**src/rtl/rom_loader.sv**
```systemverilog
// Serial program loader for the Hack instruction ROM: takes a length-prefixed,
// checksummed byte stream and writes big-endian 16-bit words from address 0.
module rom_loader #(
  parameter int ADDR_WIDTH     = 15,
  parameter int TIMEOUT_CYCLES = 1000000
) (
  input  logic                  clk,
  input  logic                  reset,
  input  logic                  start,
  input  logic [7:0]            rx_data,
  input  logic                  rx_valid,
  output logic                  rx_ready,
  output logic                  wr_en,
  output logic [ADDR_WIDTH-1:0] wr_addr,
  output logic [15:0]           wr_data,
  output logic                  cpu_reset,
  output logic                  busy,
  output logic                  done,
  output logic                  error
);

  localparam int TW = $clog2(TIMEOUT_CYCLES + 1);
  localparam logic [16:0] CAP = 17'(1) << ADDR_WIDTH;

  typedef enum logic [3:0] {
    S_IDLE, S_LEN_HI, S_LEN_LO, S_DATA_HI, S_DATA_LO,
    S_WRITE, S_CHECK, S_DONE, S_ERROR
  } state_t;

  state_t                state_q, state_d;
  logic [7:0]            byte_q, byte_d;
  logic [7:0]            sum_q, sum_d;
  logic [15:0]           left_q, left_d;
  logic [ADDR_WIDTH-1:0] addr_q, addr_d;
  logic [TW-1:0]         tmo_q, tmo_d;
  logic                  rx_ready_q, rx_ready_d;
  logic                  wr_en_q, wr_en_d;
  logic [ADDR_WIDTH-1:0] wr_addr_q, wr_addr_d;
  logic [15:0]           wr_data_q, wr_data_d;
  logic                  cpu_reset_q, cpu_reset_d;
  logic                  busy_q, busy_d;
  logic                  done_q, done_d;
  logic                  error_q, error_d;

  logic                  accept;
  logic [15:0]           len_w;

  // rx_ready_q always mirrors "current state accepts bytes", so it qualifies the handshake
  assign accept = rx_valid && rx_ready_q;
  assign len_w  = {byte_q, rx_data};

  always_comb begin
    state_d   = state_q;
    byte_d    = byte_q;
    sum_d     = sum_q;
    left_d    = left_q;
    addr_d    = addr_q;
    wr_addr_d = wr_addr_q;
    wr_data_d = wr_data_q;
    tmo_d     = '0;
    if (rx_ready_q && !accept) begin
      tmo_d = tmo_q + TW'(1);
    end

    case (state_q)
      S_IDLE, S_DONE, S_ERROR: begin
        if (start) begin
          state_d = S_LEN_HI;
          addr_d  = '0;
          sum_d   = '0;
          tmo_d   = '0;
        end
      end
      S_LEN_HI: begin
        if (accept) begin
          byte_d  = rx_data;
          state_d = S_LEN_LO;
        end
      end
      S_LEN_LO: begin
        if (accept) begin
          left_d = len_w;
          if (len_w == 16'd0) begin
            state_d = S_CHECK;
          end else if ({1'b0, len_w} > CAP) begin
            state_d = S_ERROR;
          end else begin
            state_d = S_DATA_HI;
          end
        end
      end
      S_DATA_HI: begin
        if (accept) begin
          byte_d  = rx_data;
          sum_d   = sum_q + rx_data;
          state_d = S_DATA_LO;
        end
      end
      S_DATA_LO: begin
        if (accept) begin
          sum_d     = sum_q + rx_data;
          wr_addr_d = addr_q;
          wr_data_d = {byte_q, rx_data};
          state_d   = S_WRITE;
        end
      end
      S_WRITE: begin
        addr_d  = addr_q + ADDR_WIDTH'(1);
        left_d  = left_q - 16'd1;
        state_d = (left_q == 16'd1) ? S_CHECK : S_DATA_HI;
      end
      S_CHECK: begin
        if (accept) begin
          state_d = (rx_data == sum_q) ? S_DONE : S_ERROR;
        end
      end
      default: state_d = S_IDLE;
    endcase

    // A stalled sender aborts the load; only byte-waiting states can time out
    if (rx_ready_q && !accept && (tmo_q + TW'(1) == TW'(TIMEOUT_CYCLES))) begin
      state_d = S_ERROR;
    end

    rx_ready_d  = (state_d == S_LEN_HI) || (state_d == S_LEN_LO) ||
                  (state_d == S_DATA_HI) || (state_d == S_DATA_LO) ||
                  (state_d == S_CHECK);
    busy_d      = !((state_d == S_IDLE) || (state_d == S_DONE) || (state_d == S_ERROR));
    wr_en_d     = (state_d == S_WRITE);
    done_d      = (state_d == S_DONE);
    error_d     = (state_d == S_ERROR);
    cpu_reset_d = busy_d || error_d;
  end

  always_ff @(posedge clk) begin
    if (reset) begin
      state_q     <= S_IDLE;
      byte_q      <= '0;
      sum_q       <= '0;
      left_q      <= '0;
      addr_q      <= '0;
      tmo_q       <= '0;
      rx_ready_q  <= 1'b0;
      wr_en_q     <= 1'b0;
      wr_addr_q   <= '0;
      wr_data_q   <= '0;
      cpu_reset_q <= 1'b0;
      busy_q      <= 1'b0;
      done_q      <= 1'b0;
      error_q     <= 1'b0;
    end else begin
      state_q     <= state_d;
      byte_q      <= byte_d;
      sum_q       <= sum_d;
      left_q      <= left_d;
      addr_q      <= addr_d;
      tmo_q       <= tmo_d;
      rx_ready_q  <= rx_ready_d;
      wr_en_q     <= wr_en_d;
      wr_addr_q   <= wr_addr_d;
      wr_data_q   <= wr_data_d;
      cpu_reset_q <= cpu_reset_d;
      busy_q      <= busy_d;
      done_q      <= done_d;
      error_q     <= error_d;
    end
  end

  assign rx_ready  = rx_ready_q;
  assign wr_en     = wr_en_q;
  assign wr_addr   = wr_addr_q;
  assign wr_data   = wr_data_q;
  assign cpu_reset = cpu_reset_q;
  assign busy      = busy_q;
  assign done      = done_q;
  assign error     = error_q;

endmodule

```
**config.mk**
```make
export PLATFORM = sky130hd
export DESIGN_NAME = rom_loader
export DESIGN_NICKNAME = d
export VERILOG_FILES = /design/src/rtl/rom_loader.sv
export SDC_FILE = /design/constraint.sdc
export NUM_CORES = 1
export LEC_CHECK = 0
export ABC_AREA = 1
export ABC_CLOCK_PERIOD_IN_PS = 2620
export BUFFER_PORTS_ARGS = -buffer_cell sky130_fd_sc_hd__buf_4
export CAP_MARGIN = 20
export CORE_ASPECT_RATIO = 0.7
export CORE_MARGIN = 2
export CORE_UTILIZATION = 45
export CTS_BUF_LIST = sky130_fd_sc_hd__clkbuf_8 sky130_fd_sc_hd__clkbuf_16
export CTS_CLUSTER_DIAMETER = 50
export DETAILED_ROUTE_END_ITERATION = 10
export GPL_TIMING_DRIVEN = 1
export PLACE_DENSITY = 0.68
export SLEW_MARGIN = 30
export SYNTH_ARGS = -nofsm -noshare
export SYNTH_HDL_FRONTEND = slang
export SYNTH_SLANG_ARGS = --single-unit
```
**constraint.sdc**
```tcl
create_clock -name clk -period 2.62 [get_ports clk]
set_clock_uncertainty 0.05 [all_clocks]
set_input_delay 0.131 -clock clk [delete_from_list [all_inputs] [get_ports clk]]
set_output_delay 0.131 -clock clk [all_outputs]
set_load 0.02 [all_outputs]
```
==> impl_metrics.json, run 1 <==
{
  "setup_repair_after_global_routing_missed_its_margin": "false",
  "cts_inserted_buffers": 9,
  "max_slew.worst_pin.slew_ps": 754,
  "detailed_place_hpwl_mm": 10.2,
  "synth.yosys.seq_area_share_pct": 38.4,
  "maxSlewHeadroom_pct": 49.7,
  "regToRegSetupSlack_ps": 280,
  "post-cts-setup-buffer-count": 0,
  "design.core.area_um2": 12300,
  "setup.worst_path.start_class": "flop",
  "cts_hold_buf": 0,
  "synth_top_family_by_area": "simple AND/OR/NAND/NOR gates",
  "setup.worst_path.class": "reg2reg",
  "post_synth_instance_area_um2": 5630,
  "drive_gt1_share_pct": 12.9,
  "synth_cell_types": 45,
  "grt_pass1_wl_mm": 23.8,
  "layout.filler_cells": 1216,
  "drv_cap": 0,
  "syn_to_final_growth_pct": 14.9,
  "total_negative_slack_ps": 0,
  "leakage_nw": 2.57,
  "synth_simple_gate_area_share_pct": 32.9,
  "num_antenna_cells": 0,
  "share_of_the_synthesized_netlist_area_taken_by_xor_and_xnor_gates_pct": 2.31,
  "synth_compound_gate_area_share_pct": 14.8,
  "placedInstanceArea_um2": 6160,
  "effective_utilization_at_floorplan_pct": 45.8,
  "cts-resized-gates": 0,
  "die-height_um": 97.6,
  "result_of_the_run": "completed",
  "die_area_um2": 13400,
  "gp_congestion": 0.918,
  "worstPathRequired_ps": 2790,
  "slew_viol_final": 0,
  "vdd_drop_max_v": 0.000301,
  "viasPerCell": 5.20,
  "ys.warnings.count": 0,
  "clock-root-buffer": "clkbuf_16",
  "clock_insertion_delay_worst_skew_ps": 360,
  "setup_viol_count_final": 0,
  "final_min_period_over_clock_period_pct": 89.5,
  "io-pin-count": 49,
  "buffer_ports.inserted": 48,
  "grt_start_max_net_pins": 72,
  "yosys.area.top_type": "dfxtp_1",
  "postRouteAntennaNets": 0,
  "die_w_um": 138,
  "seq_area_um2": 2160,
  "clockBufferDepth": 2,
  "detail_route.drc_violations": 0,
  "groute.usage.overall_pct": 22.3,
  "wire_per_inst_um": 13.7,
  "grt.overflow.total": 0,
  "period_needed_ps": 2340,
  "number_of_antenna_violations_at_the_first_check_in_global_routing": 0,
  "numClockSinks": 108,
  "finish.instance_area_um2": 6470,
  "path_clk_slew_ps": 80,
  "yosys_register_bits": 108,
  "placementRows": 34,
  "synthesis.nets": 849,
  "worstPathMaxFanout": 7,
  "mean_post_synth_cell_area_um2": 6.83,
  "detailedRoute.firstIterationViolations": 491,
  "synth_cells": 824,
  "final-hold-violation-count": 0,
  "cts_tree": "yes",
  "cp.arrival_ps": 2520,
  "ys_top_cells_by_area": "dfxtp_1, nand2_1, nand3_1, a21oi_1, nor2_1",
  "htree_num_levels": 3,
  "grt_pass1_vias": 4866,
  "hp-class": "in2reg",
  "nets": 890,
  "postRouteWirelength_mm": 14.2,
  "first_pass_iters": 5,
  "power.density_nw_per_um2": 508,
  "timing.critical_path.to_type": "flop",
  "via_count": 5370,
  "portion_of_netlist_area_occupied_by_mux_cells_pct": 0,
  "yosysTopAreaCellShare_pct": 38.4,
  "utilization_pct": 52.6,
  "multi_input_gate_area_in_the_final_layout_um2": 2990,
  "holdWs_ps": 22.1,
  "synth-adder-area-share_pct": 3.02,
  "fmax_mhz": 427,
  "report.power.total_mw": 3.29
}
per-layer routing:
layer  part of all wire (%)  vias up  GRT usage, %  routed length [um]
met4                    1.1        0          5.26                 158
met3                    7.1       12          5.16                1000
met1                     52     2420          35.4                7410
li1                       -     2790             -                   -
met2                     39      148          29.8                5580
met5                      0        -             0                   0
cell families (layout without fill, tap and decap cells):
family | count (synthesis) | in the layout
AO/OA/AOI/OAI | 147 | 147
XOR/XNOR | 14 | 14
adder cells (fa/ha/maj) | 13 | 13
buffers and inverters | 124 | 170
flip-flops | 108 | 108
AND/OR/NAND/NOR | 418 | 418
layout make-up:
cell class,instances,share of cell area (%)
clock inverters,7,1.33
clock buffers,9,3.48
flip-flops and latches,108,33.4
multi-input cells,592,46.3
repair buffers,59,6.85
well taps,162,3.13
inverters,95,5.51
power by group:
group          switching (mW)  internal (mW)
sequential             0.0140           1.65
clock                   0.722          0.691
combinational           0.144         0.0619
cells in the mapped netlist, drive strengths merged:
cell	n
nor3	15
nand3b	3
nand2	190
o31ai	3
nor4	1
buf	5
clkbuf	23
a22oi	3
nand4	13
fa	1
ha	12
inv	95
a21oi	79
dlygate4sd1	1
o221ai	1
o21ai	38
o22ai	5
o211ai	3
a221oi	3
o21bai	4
a31oi	1
xor2	10
dfxtp	108
o32ai	1
nor2	114
and3	2
a211oi	3
a311oi	1
xnor2	4
o311ai	1
nand3	80
a211o	1
worst paths after layout:
check                  start          to  depth (start not counted)
setup reg to reg    tmo_q[0]    rx_ready                         16
hold reg to reg   wr_addr[0]  wr_addr[0]                          2
setup / recovery    tmo_q[0]    rx_ready                         16
hold / removal    rx_data[0]   byte_q[0]                          3
layout by cell type (no fill, tap or decap), types with 12 or more instances in the layout:
master / instances
a21oi_1: 76
buf_4: 59
dfxtp_1: 108
ha_1: 12
inv_1: 91
nand2_1: 182
nand3_1: 77
nand4_1: 13
nor2_1: 100
nor3_1: 13
o21ai_0: 35
flip-flops by register name, summed over array words and instances (netlist names):
signal and count:
tmo_q 20, left_q 16, wr_data 16, addr_q 15, wr_addr 15, byte_q 8
sum_q 8, state_q 4, busy 1, cpu_reset 1, done 1, error 1
rx_ready 1, wr_en 1
metrics by stage:
stage          cells  setup WS, ps
6_report        1032           276
5_1_grt         1032          13.0
4_1_cts         1032           301
3_5_place_dp    1016           307
3_3_place_gp    1016           382
2_1_floorplan    824           618
critical path: stages (launching register included):
cell and delay, ps:
dfxtp_1 460, ha_1 300, nand2_2 100, nor2_4 150, nand3_2 150, nor2_4 140, nand2_1 70, nand2_1 100
nand2_1 60, nor2_1 80, nand2_1 50, nor2_1 160, nor2_1 110, nand2_1 70, nor2_1 40, nor2_1 80
nor2_1 40
(Power assumes the default switching activity.)
==> run 2: changes to the inputs <==
--- a/config.mk
+++ b/config.mk
@@ -9,14 +9,17 @@
 export ABC_CLOCK_PERIOD_IN_PS = 2620
 export BUFFER_PORTS_ARGS = -buffer_cell sky130_fd_sc_hd__buf_4
 export CAP_MARGIN = 20
+export CELL_PAD_IN_SITES_DETAIL_PLACEMENT = 1
+export CELL_PAD_IN_SITES_GLOBAL_PLACEMENT = 1
 export CORE_ASPECT_RATIO = 0.7
 export CORE_MARGIN = 2
-export CORE_UTILIZATION = 45
+export CORE_UTILIZATION = 43
 export CTS_BUF_LIST = sky130_fd_sc_hd__clkbuf_8 sky130_fd_sc_hd__clkbuf_16
 export CTS_CLUSTER_DIAMETER = 50
 export DETAILED_ROUTE_END_ITERATION = 10
 export GPL_TIMING_DRIVEN = 1
-export PLACE_DENSITY = 0.68
+export PLACE_DENSITY = 0.85
+export RECOVER_POWER = 50
 export SLEW_MARGIN = 30
 export SYNTH_ARGS = -nofsm -noshare
 export SYNTH_HDL_FRONTEND = slang
==> run 2 against run 1 <==
Routed wire length rose by 28%. Via count increased by 8.0%. Cell count barely moved. Critical path type unchanged.
==> impl_metrics.json, run 2 (synthesis results as in run 1) <==
{
  "result_of_the_run": "completed",
  "gr-usage-met3_pct": 4.96,
  "final_common_cell": "nand2_1",
  "power.density_nw_per_um2": 514,
  "htree_num_levels": 3,
  "setup.worst_path.class": "reg2reg",
  "grt_pass1_wl_mm": 30.3,
  "num_antenna_cells": 0,
  "worstPathMaxFanout": 7,
  "layout.cells.most_common_list": "nand2_1, dfxtp_1, nor2_1",
  "gp_congestion": 0.860,
  "critical_path.most_common_cell": "nor2_1",
  "final-hold-violation-count": 0,
  "grt_pass1_vias": 6021,
  "postRouteWirelength_mm": 18.1,
  "worst-path-buf-inv": 0,
  "drv_cap": 0,
  "detailed_place_hpwl_mm": 13.4,
  "buffer_ports.inserted": 48,
  "nets": 891,
  "comb_power_share_pct": 6.5,
  "maxSlewHeadroom_pct": 48.0,
  "timing.critical_path.cells": "ha_2, nand2_2, nor2_4, nand3_2, nor2_4, nand2_1, nand2_1, nand2_1, nor2_1, nand2_1, nor2_1, nor2_1, nand2_1, nor2_1, nor2_1, nor2_1",
  "flip_flop_count_of_the_largest_register_after_layout": 20,
  "power.net_switching_mw": 0.865,
  "viasPerCell": 5.62,
  "die-height_um": 99.7,
  "grt.overflow.total": 0,
  "via_count": 5801,
  "timing.critical_path.to_type": "flop",
  "hp-class": "in2reg",
  "post-cts-setup-buffer-count": 0,
  "path_clk_slew_ps": 80,
  "detail_route.drc_violations": 0,
  "clockBufferDepth": 2,
  "grt_start_max_net_pins": 72,
  "clock_power_share_pct": 42.1,
  "vdd_drop_max_v": 0.000298,
  "total_negative_slack_ps": 0,
  "critPathMaxStageDelay_ps": 470,
  "clock-root-buffer": "clkbuf_16",
  "layout.filler_cells": 1678,
  "power.sequential.fraction_pct": 51.4,
  "design.core.area_um2": 12600,
  "critPathTopFamily": "simple AND/OR/NAND/NOR gates",
  "utilization_pct": 50.2,
  "max_slew.worst_pin.slew_ps": 781,
  "fmax_mhz": 423,
  "groute.usage.overall_pct": 26.8,
  "detailedRoute.firstIterationViolations": 455,
  "period_needed_ps": 2360,
  "setup.worst_path.start_class": "flop",
  "effective_utilization_at_floorplan_pct": 44.7,
  "clock_insertion_delay_worst_skew_ps": 360,
  "io-pin-count": 49,
  "slew_viol_final": 0,
  "cts_inserted_buffers": 9,
  "cts_tree": "yes",
  "numClockSinks": 108,
  "worstPathRequired_ps": 2790,
  "number_of_antenna_violations_at_the_first_check_in_global_routing": 0,
  "globalRoute.busiestLayer": "met2",
  "setup_viol_count_final": 0,
  "syn_to_final_growth_pct": 12.2,
  "final_min_period_over_clock_period_pct": 90.3,
  "report.power.total_mw": 3.25,
  "cp.arrival_ps": 2540,
  "setup_repair_after_global_routing_missed_its_margin": "false",
  "die_area_um2": 14000,
  "p_int_mw": 2.38,
  "largest-register": "tmo_q",
  "leakage_nw": 2.40,
  "die_w_um": 141,
  "grt.met2_usage_pct": 43.5,
  "placementRows": 34,
  "drive_gt1_share_pct": 8.73,
  "wire_per_inst_um": 17.5,
  "netSwitchingFraction_pct": 26.6,
  "cts_hold_buf": 0,
  "use_met1_pct": 37.8,
  "postRouteAntennaNets": 0,
  "first_pass_iters": 5,
  "crit_path_top_delay_cell": "dfxtp_1"
}
## run 2: worst min-delay path: cells and delay by family
family	cells	cell delay, ps
simple gates	1	70
compound gates	1	60
buf+inv	1	130
## run 2: layout make-up
class	count	area (um2)	area share [%]
inverters	95	357	5.65
well taps	162	203	3.21
flip-flops and latches	108	2160	34.2
clock buffers	9	225	3.57
multi-input cells	592	3000	47.4
repair buffers	60	305	4.83
clock inverters	7	68.8	1.09
## run 2: timing repair
| action | in CTS | in global routing |
|---|---|---|
| setup endpoints to repair | 0 | 1 |
| gates resized for setup | 0 | 1 |
| endpoints found under the hold margin | 0 | 0 |
## run 2: worst paths after layout
kind | from | to | slack, ps | cells past startpoint
setup / recovery | tmo_q[0] | rx_ready | 260 | 16
hold / removal | rx_data[2] | wr_data[2] | 20 | 3
setup reg to reg | tmo_q[0] | rx_ready | 260 | 16
hold reg to reg | wr_addr[3] | wr_addr[3] | 410 | 2
## run 2: through the flow
step | area [um2] | cells | hold WS, ps | setup WS (ps)
3_3_place_gp | 6160 | 1017 | 390 | 394
3_5_place_dp | 6160 | 1017 | 402 | 239
6_report | 6320 | 1033 | 20.1 | 255
2_1_floorplan | 5630 | 824 | 229 | 618
4_1_cts | 6460 | 1033 | 14.3 | 232
5_1_grt | 6320 | 1033 | 19.9 | 23.9
## run 2: power by group through the flow
stage	sequential [mW]	clock, mW	combinational (mW)
after floorplan	1.71	0	0.130
after global placement	1.71	0	0.203
after detailed placement	1.71	0	0.211
after CTS	1.67	1.40	0.214
after global routing	1.67	1.46	0.233
final	1.67	1.37	0.211
## run 2: metal layers
layer,part of all wire (%),up-vias
met5,0,-
met4,1.1,0
met3,4.8,20
met2,46,152
met1,48,2856
li1,-,2773
==> run 3: changes to the inputs <==
--- a/config.mk
+++ b/config.mk
@@ -11,7 +11,7 @@
 export CAP_MARGIN = 20
 export CELL_PAD_IN_SITES_DETAIL_PLACEMENT = 1
 export CELL_PAD_IN_SITES_GLOBAL_PLACEMENT = 1
-export CORE_ASPECT_RATIO = 0.7
+export CORE_ASPECT_RATIO = 0.75
 export CORE_MARGIN = 2
 export CORE_UTILIZATION = 43
 export CTS_BUF_LIST = sky130_fd_sc_hd__clkbuf_8 sky130_fd_sc_hd__clkbuf_16
==> run 3 against run 2 <==
Routed wire length decreased by 3.4%. Global-route usage decreased by 1.0 points. Flip-flop and latch count unchanged.
==> impl_metrics.json, run 3 (synthesis results as in run 1) <==
{
  "result_of_the_run": "completed",
  "detail_route.drc_violations": 0,
  "placedInstanceArea_um2": 6180,
  "setup_repair_after_global_routing_missed_its_margin": "false",
  "largest-register": "tmo_q",
  "detailedRoute.firstIterationViolations": 393,
  "slew_viol_final": 0,
  "worst-path-buf-inv": 0,
  "clock_insertion_delay_worst_skew_ps": 360,
  "syn_to_final_growth_pct": 12.6,
  "vdd_drop_max_v": 0.000334,
  "gp_congestion": 0.905,
  "max_slew.worst_pin.slew_ps": 756,
  "period_needed_ps": 2420,
  "final_min_period_over_clock_period_pct": 92.3,
  "die_area_um2": 14000,
  "drv_cap": 0,
  "crit_path_top_delay_cell": "dfxtp_1",
  "buffer_ports.inserted": 48,
  "die_w_um": 136,
  "crit_reg_reg_endpoint": "rx_ready",
  "cts_hold_buf": 0,
  "die-height_um": 103,
  "timing.critical_path.to_type": "flop",
  "numClockSinks": 108,
  "flip_flop_count_of_the_largest_register_after_layout": 20,
  "setup.worst_path.class": "reg2reg",
  "fmax_mhz": 414,
  "clockBufferDepth": 2,
  "cts_inserted_buffers": 9,
  "timing.critical_path.cells": "ha_2, nand2_2, nor2_4, nand2_2, nand2_1, nand2_1, nor2_1, nand3_1, nor2_1, nand3_1, nor2_1, nor2_2, nand2_1, nor2_1, nor2_1, nor2_1",
  "htree_num_levels": 3,
  "placementRows": 36,
  "number_of_antenna_violations_at_the_first_check_in_global_routing": 0,
  "grt_start_max_net_pins": 72,
  "hp-class": "in2reg",
  "first_pass_iters": 5,
  "path_clk_slew_ps": 70,
  "regToRegSetupSlack_ps": 200,
  "grt_pass1_wl_mm": 28.3,
  "cp.depth": 16,
  "postRouteWirelength_mm": 17.4,
  "setup.worst_path.start_class": "flop",
  "groute.usage.overall_pct": 25.8,
  "critPathLaunch": "tmo_q[1]",
  "final-hold-violation-count": 0,
  "clock-root-buffer": "clkbuf_16",
  "finish.instance_area_um2": 6340,
  "maxSlewHeadroom_pct": 49.6,
  "grt.overflow.total": 0,
  "critPathMaxStageDelay_ps": 430,
  "cp.arrival_ps": 2590,
  "io-pin-count": 49,
  "wire_per_inst_um": 16.7,
  "via_count": 5696,
  "grt_pass1_vias": 5686,
  "layout.cells.most_common_list": "nand2_1, dfxtp_1, nor2_1",
  "drive_gt1_share_pct": 8.84,
  "cts-resized-gates": 0,
  "worstPathRequired_ps": 2790,
  "cts_tree": "yes",
  "effective_utilization_at_floorplan_pct": 43.7,
  "r2r-start": "tmo_q[1]",
  "design.core.area_um2": 12900,
  "nets": 891,
  "leakage_nw": 2.41,
  "worstPathMaxFanout": 5,
  "final_common_cell": "nand2_1",
  "post-cts-setup-buffer-count": 0,
  "setup_viol_count_final": 0,
  "detailed_place_hpwl_mm": 13.0,
  "total_negative_slack_ps": 0,
  "power.density_nw_per_um2": 522,
  "rr_worst_depth": 16,
  "critical_path.most_common_cell": "nor2_1",
  "viasPerCell": 5.47,
  "postRouteAntennaNets": 0,
  "critPathTopFamily": "simple AND/OR/NAND/NOR gates",
  "critical_path.endpoint": "rx_ready",
  "num_antenna_cells": 0
}
==> run 3: how the worst min path moves through the flow <==
stage               startpoint         end  slack (ps)  depth (start not counted)
detailed placement  rx_data[7]  wr_data[7]         400                          3
global route        rx_data[3]  wr_data[3]          40                          3
global placement    rx_data[0]   byte_q[0]         390                          3
floorplan           rx_data[0]   byte_q[0]         230                          2
finish              rx_data[3]  wr_data[3]          30                          3
CTS                 rx_data[3]  wr_data[3]          30                          3
==> run 3: cell type report <==
type | instances | area (um2)
sequential | 108 | 2160
multi-input combinational | 592 | 2990
timing repair buffer | 60 | 305
clock inverter | 6 | 72.6
fill | 1746 | 6550
tap | 171 | 214
inverter | 95 | 357
clock buffer | 10 | 239
==> run 3: per-layer routing <==
metal,global-route usage [%],share of wire (%),routed length (um),up-vias
li1,-,-,-,2777
met3,6.15,5.2,901,25
met5,0,0,0,-
met1,34.5,47,8190,2746
met2,41.9,46,8090,148
met4,6.97,1.6,271,0
==> run 3: power by group <==
group	internal [mW]	switching [mW]	total, mW
Combinational	0.0584	0.151	0.210
Sequential	1.65	0.0137	1.67
Clock	0.777	0.657	1.43
Total	2.49	0.822	3.31
==> run 3: through the flow <==
stage / hold slack (ps) / util, % / worst slack [ps] / total power [mW] / instances
global route: 37.2 / 49.2 / 5.15 / 3.41 / 1042
detailed placement: 405 / 47.9 / 141 / 1.92 / 1026
finish: 33.1 / 49.2 / 202 / 3.31 / 1042
CTS: 25.9 / 50.4 / 111 / 3.34 / 1042
global placement: 394 / 47.9 / 345 / 1.91 / 1026
floorplan: 229 / - / 618 / 1.84 / 824
==> run 3: worst min-delay path, stage by stage <==
cell	delay (ps)
buf_4	130
nand3_1	70
a21oi_1	60
